[config.mk]
export PLATFORM = sky130hd
export DESIGN_NAME = serial_adder_flat
export DESIGN_NICKNAME = d
export VERILOG_FILES = /design/src/rtl/serial_adder_if.sv /design/src/rtl/serial_adder.sv /design/src/flat_wrapper.sv
export SDC_FILE = /design/constraint.sdc
export NUM_CORES = 1
export LEC_CHECK = 0
export CAP_MARGIN = 20
export CORE_MARGIN = 4
export CORE_UTILIZATION = 54
export CTS_CLUSTER_SIZE = 16
export DETAILED_ROUTE_END_ITERATION = 10
export PLACE_DENSITY = 0.8
export SYNTH_ARGS = -nofsm -noshare
export SYNTH_HDL_FRONTEND = slang
export SYNTH_SLANG_ARGS = --single-unit
[constraint.sdc]
create_clock -name clk -period 4.2 [get_ports clk]
set_input_delay 0.63 -clock clk [delete_from_list [all_inputs] [get_ports clk]]
set_output_delay 0.63 -clock clk [all_outputs]
set_load 0.03 [all_outputs]
[src/rtl/serial_adder_if.sv]
// Operand/result bundle for the bit-serial adder.
//   master: drives start, a, b, cin; observes sum, cout, busy, done.
//   slave : the adder side of the same signals.
interface serial_adder_if #(
    parameter int unsigned WIDTH = 8
);

    logic             start;
    logic [WIDTH-1:0] a;
    logic [WIDTH-1:0] b;
    logic             cin;
    logic [WIDTH-1:0] sum;
    logic             cout;
    logic             busy;
    logic             done;

    modport master (
        output start, a, b, cin,
        input  sum, cout, busy, done
    );

    modport slave (
        input  start, a, b, cin,
        output sum, cout, busy, done
    );

endinterface

[src/rtl/serial_adder.sv]
// Bit-serial ripple adder: one full-adder cell resolves one bit per clock,
// LSB first, with a registered carry. {cout, sum} = a + b + cin after WIDTH
// RUN cycles, flagged by a one-cycle done pulse.
//   clk : rising-edge clock
//   rst : synchronous, active-high reset
//   bus : slave side of serial_adder_if (start/a/b/cin in, sum/cout/busy/done out)
module serial_adder #(
    parameter int unsigned WIDTH = 8
) (
    input  logic           clk,
    input  logic           rst,
    serial_adder_if.slave  bus
);

    localparam int unsigned CNT_W = (WIDTH > 1) ? $clog2(WIDTH) : 1;
    localparam logic [CNT_W-1:0] LAST_BIT = CNT_W'(WIDTH - 1);

    typedef enum logic [1:0] {
        S_IDLE = 2'd0,
        S_RUN  = 2'd1,
        S_DONE = 2'd2
    } state_t;

    state_t           state_q, state_d;
    logic [WIDTH-1:0] a_sh_q, a_sh_d;
    logic [WIDTH-1:0] b_sh_q, b_sh_d;
    logic [WIDTH-1:0] res_q, res_d;
    logic             carry_q, carry_d;
    logic [CNT_W-1:0] cnt_q, cnt_d;
    logic [WIDTH-1:0] sum_q, sum_d;
    logic             cout_q, cout_d;
    logic             busy_q, busy_d;
    logic             done_q, done_d;

    // Single full-adder cell on the current LSBs.
    logic s_bit;
    logic carry_nxt;

    always_comb begin
        s_bit     = a_sh_q[0] ^ b_sh_q[0] ^ carry_q;
        carry_nxt = (a_sh_q[0] & b_sh_q[0]) | (carry_q & (a_sh_q[0] ^ b_sh_q[0]));
    end

    // Next-state and datapath control.
    always_comb begin
        state_d = state_q;
        a_sh_d  = a_sh_q;
        b_sh_d  = b_sh_q;
        res_d   = res_q;
        carry_d = carry_q;
        cnt_d   = cnt_q;
        sum_d   = sum_q;
        cout_d  = cout_q;

        unique case (state_q)
            S_IDLE, S_DONE: begin
                if (bus.start) begin
                    a_sh_d  = bus.a;
                    b_sh_d  = bus.b;
                    carry_d = bus.cin;
                    cnt_d   = '0;
                    state_d = S_RUN;
                end else begin
                    state_d = S_IDLE;
                end
            end
            S_RUN: begin
                a_sh_d  = a_sh_q >> 1;
                b_sh_d  = b_sh_q >> 1;
                carry_d = carry_nxt;
                // New bit enters at the MSB so the LSB-first stream lands in order.
                res_d   = (res_q >> 1) | (WIDTH'(s_bit) << (WIDTH - 1));
                if (cnt_q == LAST_BIT) begin
                    // Counter holds on the final edge so it never wraps.
                    sum_d   = res_d;
                    cout_d  = carry_nxt;
                    state_d = S_DONE;
                end else begin
                    cnt_d = cnt_q + CNT_W'(1);
                end
            end
            default: begin
                state_d = S_IDLE;
            end
        endcase

        busy_d = (state_d == S_RUN);
        done_d = (state_d == S_DONE);
    end

    // State and datapath registers.
    always_ff @(posedge clk) begin
        if (rst) begin
            state_q <= S_IDLE;
            a_sh_q  <= '0;
            b_sh_q  <= '0;
            res_q   <= '0;
            carry_q <= 1'b0;
            cnt_q   <= '0;
            sum_q   <= '0;
            cout_q  <= 1'b0;
            busy_q  <= 1'b0;
            done_q  <= 1'b0;
        end else begin
            state_q <= state_d;
            a_sh_q  <= a_sh_d;
            b_sh_q  <= b_sh_d;
            res_q   <= res_d;
            carry_q <= carry_d;
            cnt_q   <= cnt_d;
            sum_q   <= sum_d;
            cout_q  <= cout_d;
            busy_q  <= busy_d;
            done_q  <= done_d;
        end
    end

    assign bus.sum  = sum_q;
    assign bus.cout = cout_q;
    assign bus.busy = busy_q;
    assign bus.done = done_q;

endmodule

[src/flat_wrapper.sv]
// flat-port wrapper written by rule: the top's interface ports become plain ports
module serial_adder_flat 
#(
    parameter int unsigned WIDTH = 8
)
  (clk, rst, bus_start, bus_a, bus_b, bus_cin, bus_sum, bus_cout, bus_busy, bus_done);
  serial_adder_if #(.WIDTH(WIDTH)) bus_i ();
  input  logic clk;
  input  logic rst;
  input wire logic [$bits(bus_i.start)-1:0] bus_start;
  input wire logic [$bits(bus_i.a)-1:0] bus_a;
  input wire logic [$bits(bus_i.b)-1:0] bus_b;
  input wire logic [$bits(bus_i.cin)-1:0] bus_cin;
  output wire logic [$bits(bus_i.sum)-1:0] bus_sum;
  output wire logic [$bits(bus_i.cout)-1:0] bus_cout;
  output wire logic [$bits(bus_i.busy)-1:0] bus_busy;
  output wire logic [$bits(bus_i.done)-1:0] bus_done;
  assign bus_i.start = bus_start;
  assign bus_i.a = bus_a;
  assign bus_i.b = bus_b;
  assign bus_i.cin = bus_cin;
  assign bus_sum = bus_i.sum;
  assign bus_cout = bus_i.cout;
  assign bus_busy = bus_i.busy;
  assign bus_done = bus_i.done;
  serial_adder #(.WIDTH(WIDTH)) u_core (.clk(clk), .rst(rst), .bus(bus_i));
endmodule
# Yosys cells after proc, flatten, opt, wreduce, memory -nomap -nowiden
# Cells that the tools add are included.
# classes
bitwise	6
n_reduce_logical	6
n_eq_ne	7
n_mux	12
n_addsub	1
# ops
cell	n
8-bit case mux with 2 select lines	2
8-bit 2-to-1 mux	2
7-bit by 8-bit bitwise OR with 8-bit output	1
3-bit 2-to-1 mux	2
3-bit case mux with 2 select lines	1
2-bit by 1-bit equality test with 1-bit output (second input constant)	2
2-bit equality test (second input constant)	2
2-bit inequality test (second input constant)	2
2-bit case mux with 2 select lines	1
2-bit AND reduction	2
3-bit by 1-bit adder with 3-bit output (second input constant)	1
3-bit equality test (second input constant)	1
3-bit AND reduction	1
1-bit bitwise AND	2
2-bit zero test	1
1-bit 2-to-1 mux	2
2-bit 2-to-1 mux	1
1-bit case mux with 2 select lines	1
2-bit nonzero test	1
2-bit OR reduction	1
1-bit bitwise XOR	2
1-bit bitwise OR	1
# word_totals
wordCells	42
output_inout_bits	11
ff_bits	41
inputBits	20

# Longest topological paths before layout
# Gate-level depths: netlist (run 1).
# logic_depth
ltp_word	4
depth_mapped	7
mapped_depth_nobuf	5

# Worst setup path before layout (run 1)
# Ideal clock, no wire load.
# synth_timing
kind	register to register
start	reg u_core.cnt_q[0]
end	reg u_core.cnt_q[1]
t_required_ps	4063
path_buffers	0
slack_ps	2806
arrival_time_ps	1257
setup_ps	137
stages_incl_launch_ff	6
synth_period_minus_slack_ps	1394
cell_sequence	dfxtp_1 ha_1 ha_1 or3b_1 nand3_1 a21oi_1
# synth_between
elab_chain_len	3
word_cells_on_any_way	6
classes_between	add/sub: 1; eq/ne: 2; mux: 2; reduce/logical: 1
# synth_rtl
item	line	text
start: declaration	serial_adder.sv:29	logic [CNT_W-1:0] cnt_q, cnt_d;
start signal: assignment	serial_adder.sv:110	cnt_q <= cnt_d;
3-bit by 1-bit adder with 3-bit output / 3-bit equality test (equally long branches)	serial_adder.sv:79, serial_adder.sv:73	
3-bit 2-to-1 mux / 2-bit inequality test (equally long branches)	--	
3-bit case mux with 2 select lines / 3-bit AND reduction (equally long branches)	--	
# Several ways; a longest one is shown, not always the timed one. The select of a mux whose other input is x is not followed.
# A chain may end at the register's enable or synchronous reset.

# Final worst setup path (run 1)
# layout_timing
start	reg u_core.sum_q[4] (netlist: u_core.bus.sum[4])
end	out bus_sum[4]
# layout_rtl
item	line	text
start: declaration	serial_adder.sv:30	logic [WIDTH-1:0] sum_q, sum_d;
start signal: assignment	serial_adder.sv:111	sum_q <= sum_d;
end: declaration	flat_wrapper.sv:14	output wire logic [$bits(bus_i.sum)-1:0] bus_sum;
# No word-level cell between the ends.

==> flow_metrics.py, run 1 <==
metrics = {
    "global_routing": {
        "grt-ovfl-total": 0,
        "track_usage_pct": 16.5,
        "antenna_found_initial": 0,
        "grt_pass1_wl_mm": 5.33,
        "grt_start_max_net_pins": 38,
        "grt_pass1_vias": 1340,
    },
    "status": {
        "status": "finished clean",
    },
    "sta": {
        "setup_viol": 0,
        "clock.fmax_ghz": 0.504,
        "holdWs_ns": 0.464,
        "period_needed_ns": 1.99,
        "skew_ns": 0.00815,
        "setup_tns_ns": 0,
        "worstMarginPinSlew_ns": 0.944,
        "maxSlewViolCount": 0,
        "worst_slack_ns": 2.21,
        "hold_violations": 0,
        "slew_headroom_pct": 36.9,
        "rsz0062_at_grt": "false",
        "fin_crit_sh_pct": 47.3,
    },
    "yosys": {
        "synth_warnings": 0,
        "yosys-top-cells-count": "57 x nand2_1, 40 x dfxtp_1, 23 x a21oi_1",
        "synth_edf_count": 0,
        "avgSynthCellArea_um2": 8.31,
        "synth_top_area_share_pct": 49.9,
        "synth_seq_cells": 40,
        "ys_types": 19,
        "synthCells": 193,
        "syn-num-nets": 216,
        "synth_most_common_cell": "nand2_1",
        "async_flop_share_pct": 0,
        "synth_area_um2": 1600,
        "ys_seq_area_share_pct": 49.9,
        "synth_area_leader_cell": "dfxtp_1",
        "ys_top_cells_by_area": "dfxtp_1 50%, nand2_1 13%, a21oi_1 7.2%",
        "synth_ff_type": "dfxtp_1",
    },
    "worst_setup_path": {
        "crit_path_end_kind": "primary output",
        "critPathSlowestCell": "clkdlybuf4s50_1",
        "critPathRequiredTime_ns": 3.57,
        "crit_path_max_fanout": 2,
        "crit_type": "flip-flop to primary output",
        "slowest_delay_ns": 0.67,
        "crit_arrival_ns": 1.36,
        "crit_chain": "clkdlybuf4s50_1",
        "startpoint_type": "flip-flop",
        "crit_buf_inv": 1,
        "crit_family": "buffers and inverters",
    },
    "min_path": {
        "min_path_type": "flip-flop to flip-flop",
    },
    "finish": {
        "utilization_pct": 71.2,
        "fin_area_um2": 2000,
        "n_antenna_cell": 0,
        "drive_gt1_share_pct": 6.85,
        "nets": 241,
        "area.growth.synth_to_final_pct": 24.6,
    },
    "clock_tree": {
        "postCtsSetupRepairBufs": 0,
        "cts_resized": 0,
        "cts_sinks": 40,
        "holdBufCountCts": 0,
        "cts_htree_levels": 2,
        "cts_tree": "done",
        "path_clk_slew_ns": 0.11,
        "cts_made_buffers": 5,
        "root_buffer": "clkbuf_4",
        "clockBufferDepth": 2,
        "clkLatencyLatePin_ns": 0.34,
    },
    "floorplanning": {
        "coreArea_um2": 2810,
        "start_util_pct": 57.2,
        "ioPinCount": 31,
        "floorplan.die.height_um": 62.5,
        "die_area_um2": 3910,
        "die_w_um": 62.5,
        "fp-row-count": 19,
    },
    "placed_design": {
        "pre_cts_slack_ns": 1.69,
        "hpwl_mm": 2.18,
        "post_dp_cell_area_um2": 1900,
        "gp_congestion": 0.720,
        "io_buffer_count": 30,
    },
    "power_and_ir_drop": {
        "ir_drop_uv": 334,
        "cellPowerDensity_nw_per_um2": 391,
        "swShare_pct": 23.2,
        "p_int_w": 0.000600,
        "comb_power_share_pct": 12.0,
        "pwr-share-seq_pct": 52.5,
        "power.switching_w": 0.000181,
        "pwr-share-clk_pct": 35.4,
        "p_leak_nw": 0.725,
    },
    "route": {
        "drt-initial-drc-count": 35,
        "post_drt_wl_per_cell_um": 12.5,
        "via_per_inst": 5.56,
        "route.detailed.drc": 0,
        "wl_mm": 3.13,
        "drt-pass1-iter-count": 4,
        "ant_nets": 0,
        "vias": 1391,
    },
    "flow_run": {
        "cap_violations": 0,
    },
}
-- state kept, by name, summed over array words and instances, names as in the netlist, 2 cells and up --
register	flops
u_core.a_sh_q	8
u_core.b_sh_q	8
u_core.bus.sum	8
u_core.cnt_q	3
u_core.res_q	7
u_core.state_q	2
-- power groups by stage --
stage	clock [W]	combinational (W)	sequential [W]
finish	0.000277	0.0000941	0.000410
global route	0.000298	0.000104	0.000413
CTS	0.000279	0.0000930	0.000410
detailed placement	0	0.0000924	0.000419
global placement	0	0.0000855	0.000418
floorplan	0	0.0000629	0.000417
-- per-stage QoR --
stage | power [W] | std cells
2_1_floorplan | 0.000480 | 193
3_3_place_gp | 0.000503 | 240
3_5_place_dp | 0.000511 | 241
4_1_cts | 0.000782 | 249
5_1_grt | 0.000815 | 250
6_report | 0.000781 | 250
-- layout by cell type, fill, tap and decap left out --
cell type / netlist / layout
buf_4: 4 / 3
a21oi_1: 23 / 23
nor3b_1: 1 / 1
or3b_1: 1 / 1
nor2_1: 17 / 17
a311oi_2: 3 / 3
fa_1: 1 / 1
dfxtp_1: 40 / 40
nand3_1: 14 / 14
nand2_1: 57 / 57
a311oi_1: 12 / 12
bufinv_16: 0 / 1
clkdlybuf4s50_1: 0 / 30
nand2b_1: 3 / 3
nand3b_1: 1 / 1
buf_16: 0 / 1
nor2b_1: 2 / 2
clkbuf_8: 0 / 2
clkbuf_4: 0 / 5
ha_1: 2 / 2
-- kinds of logic after synthesis --
logic type      Yosys count  share of synthesized area [%]
flops                    40                           49.9
simple gates             96                           25.1
compound gates           38                           16.5
buf+inv                  16                           5.62
fa+ha+maj                 3                           2.81
-- routing by layer --
metal | track usage [%] | vias to the layer above | wire length (µm)
met5 | 0 | - | 0
met1 | 17.4 | 641 | 1320
met3 | 4.86 | 7 | 199
met2 | 30.0 | 42 | 1570
met4 | 7.71 | 0 | 45
li1 | - | 701 | -
-- final timing paths --
check	startpoint	to	slack, ns	cells past startpoint
max	u_core.bus.sum[4]	bus_sum[4]	2.21	1
min	u_core.bus.sum[7]	u_core.bus.sum[7]	0.46	2
max reg2reg	u_core.cnt_q[0]	u_core.cnt_q[0]	2.53	5
min reg2reg	u_core.bus.sum[7]	u_core.bus.sum[7]	0.46	2
-- area by class of cell --
class                           instances  area, µm²
Tap cell                               31       38.8
Multi-Input combinational cell        137        713
Clock buffer                            7       65.1
Fill cell                             244        807
Timing Repair Buffer                   34        350
Sequential cell                        40        801
Clock inverter                          1       30.0
(Power assumes the default switching activity.)
==> inputs of run 2 (changes only) <==
--- a/config.mk
+++ b/config.mk
@@ -7,10 +7,10 @@
 export LEC_CHECK = 0
 export CAP_MARGIN = 20
 export CORE_MARGIN = 4
-export CORE_UTILIZATION = 54
+export CORE_UTILIZATION = 50
 export CTS_CLUSTER_SIZE = 16
 export DETAILED_ROUTE_END_ITERATION = 10
-export PLACE_DENSITY = 0.8
+export PLACE_DENSITY = 0.74
 export SYNTH_ARGS = -nofsm -noshare
 export SYNTH_HDL_FRONTEND = slang
 export SYNTH_SLANG_ARGS = --single-unit
==> constraint.sdc (replaced) <==
create_clock -name clk -period 1.9 [get_ports clk]
set_input_delay 0.285 -clock clk [delete_from_list [all_inputs] [get_ports clk]]
set_output_delay 0.285 -clock clk [all_outputs]
set_load 0.03 [all_outputs]
==> flow_metrics.py, run 2 (synthesis gave the netlist of run 1 again) <==
metrics = {
    "clock_tree": {
        "cts_sinks": 40,
        "holdBufCountCts": 0,
        "cts_tree": "done",
        "cts_made_buffers": 5,
        "postCtsSetupRepairBufs": 0,
        "clockBufferDepth": 2,
        "cts_resized": 0,
        "root_buffer": "clkbuf_4",
        "clkLatencyLatePin_ns": 0.34,
        "path_clk_slew_ns": 0.11,
        "cts_htree_levels": 2,
    },
    "sta": {
        "rsz0062_at_grt": "false",
        "hold_violations": 0,
        "period_needed_ns": 1.68,
        "setup_tns_ns": 0,
        "setup_viol": 0,
        "worstMarginPinSlew_ns": 0.418,
        "clock.fmax_ghz": 0.595,
        "holdWs_ns": 0.460,
        "skew_ns": 0.00456,
        "slew_headroom_pct": 72.1,
        "fin_crit_sh_pct": 88.4,
        "maxSlewViolCount": 0,
    },
    "floorplanning": {
        "start_util_pct": 52.5,
        "fp-row-count": 20,
        "die_w_um": 64.6,
        "die_area_um2": 4180,
        "ioPinCount": 31,
        "coreArea_um2": 3050,
        "floorplan.die.height_um": 64.6,
    },
    "route": {
        "drt-initial-drc-count": 72,
        "vias": 1363,
        "via_per_inst": 5.14,
        "route.detailed.drc": 0,
        "post_drt_wl_per_cell_um": 11.3,
        "wl_mm": 3.01,
        "drt-pass1-iter-count": 4,
        "ant_nets": 0,
    },
    "global_routing": {
        "grt_pass1_wl_mm": 5.26,
        "grt_pass1_vias": 1178,
        "grt_start_max_net_pins": 41,
        "antenna_found_initial": 0,
        "grt-ovfl-total": 0,
        "track_usage_pct": 16.2,
    },
    "worst_setup_path": {
        "crit_path_max_fanout": 12,
        "crit_type": "flip-flop to flip-flop",
        "crit_path_end_kind": "flip-flop",
        "critPathRequiredTime_ns": 2.12,
        "crit_arrival_ns": 1.90,
        "startpoint_type": "flip-flop",
    },
    "min_path": {
        "min_path_type": "flip-flop to flip-flop",
    },
    "power_and_ir_drop": {
        "pwr-share-clk_pct": 29.6,
        "swShare_pct": 24.7,
        "ir_drop_uv": 470,
        "pwr-share-seq_pct": 57.3,
        "p_int_w": 0.00119,
        "p_leak_nw": 0.718,
        "cellPowerDensity_nw_per_um2": 795,
        "comb_power_share_pct": 13.1,
        "power.switching_w": 0.000390,
    },
    "status": {
        "status": "finished clean",
    },
    "finish": {
        "n_antenna_cell": 0,
        "mostFrequentLayoutCell": "nand2_1",
        "fin_cells": 265,
        "nets": 244,
        "drive_gt1_share_pct": 7.69,
        "area.growth.synth_to_final_pct": 23.9,
        "layout_common_cells": "57 x nand2_1, 40 x dfxtp_1, 30 x clkdlybuf4s50_1",
    },
    "placed_design": {
        "hpwl_mm": 2.09,
        "io_buffer_count": 30,
        "placed_cells": 258,
        "gp_congestion": 0.761,
    },
    "flow_run": {
        "cap_violations": 0,
    },
}
run 2: cell types whose count changed in the layout (fill, tap and decap cells not counted):
cell       previous run  this run
bufinv_16             1         0
buf_4                 3         7
buf_16                1         0
run 2: per-stage QoR:
stage	power, W	instance area [µm²]	setup WS (ns)	utilization (%)
2_1_floorplan	0.00106	1600	0.506	-
3_3_place_gp	0.00113	1920	0.289	63.0
3_5_place_dp	0.00113	1920	0.237	63.0
4_1_cts	0.00160	1990	0.210	65.1
5_1_grt	0.00167	1990	0.0535	65.1
6_report	0.00158	1990	0.220	65.1
run 2: critical path, cell delays in order (launching register included):
cell and delay (ns):
dfxtp_1 0.34, ha_1 0.20, ha_1 0.31, or3b_1 0.51
nand3_1 0.12, a21oi_1 0.07
run 2: cell type report:
class,instances,area [µm²]
Clock buffer,7,65.1
Fill cell,284,1070
Multi-Input combinational cell,137,713
Sequential cell,40,801
Tap cell,44,55.1
Timing Repair Buffer,37,353
run 2: worst paths after layout:
| check | start | endpoint | slack (ns) | depth (start not counted) |
|---|---|---|---|---|
| worst min-delay path | u_core.bus.sum[3] | u_core.bus.sum[3] | 0.46 | 2 |
| worst max register to register | u_core.cnt_q[0] | u_core.cnt_q[0] | 0.22 | 5 |
| worst min register to register | u_core.bus.sum[3] | u_core.bus.sum[3] | 0.46 | 2 |
| worst max-delay path | u_core.cnt_q[0] | u_core.cnt_q[0] | 0.22 | 5 |
run 2: power groups by stage:
stage | Sequential, W | Combinational, W | Clock [W]
after detailed placement | 0.000925 | 0.000207 | 0
after global routing | 0.000912 | 0.000231 | 0.000527
after floorplan | 0.000923 | 0.000139 | 0
final | 0.000906 | 0.000206 | 0.000468
after global placement | 0.000923 | 0.000202 | 0
after CTS | 0.000906 | 0.000208 | 0.000483
run 2: layer usage:
metal  GRT usage [%]  vias to the layer above  wire length, µm
met5               0                        -                0
met4            7.12                        0               53
met3            6.07                        7              175
met2            25.9                       32             1370
met1            19.5                      613             1410
li1                -                      711                -
==> inputs of run 3 (changes only) <==
--- a/config.mk
+++ b/config.mk
@@ -8,7 +8,7 @@
 export CAP_MARGIN = 20
 export CORE_MARGIN = 4
 export CORE_UTILIZATION = 50
-export CTS_CLUSTER_SIZE = 16
+export CTS_CLUSTER_SIZE = 28
 export DETAILED_ROUTE_END_ITERATION = 10
 export PLACE_DENSITY = 0.74
 export SYNTH_ARGS = -nofsm -noshare
==> results of run 3 <==
The final DEF is identical to that of run 2; final timing and power are the same.
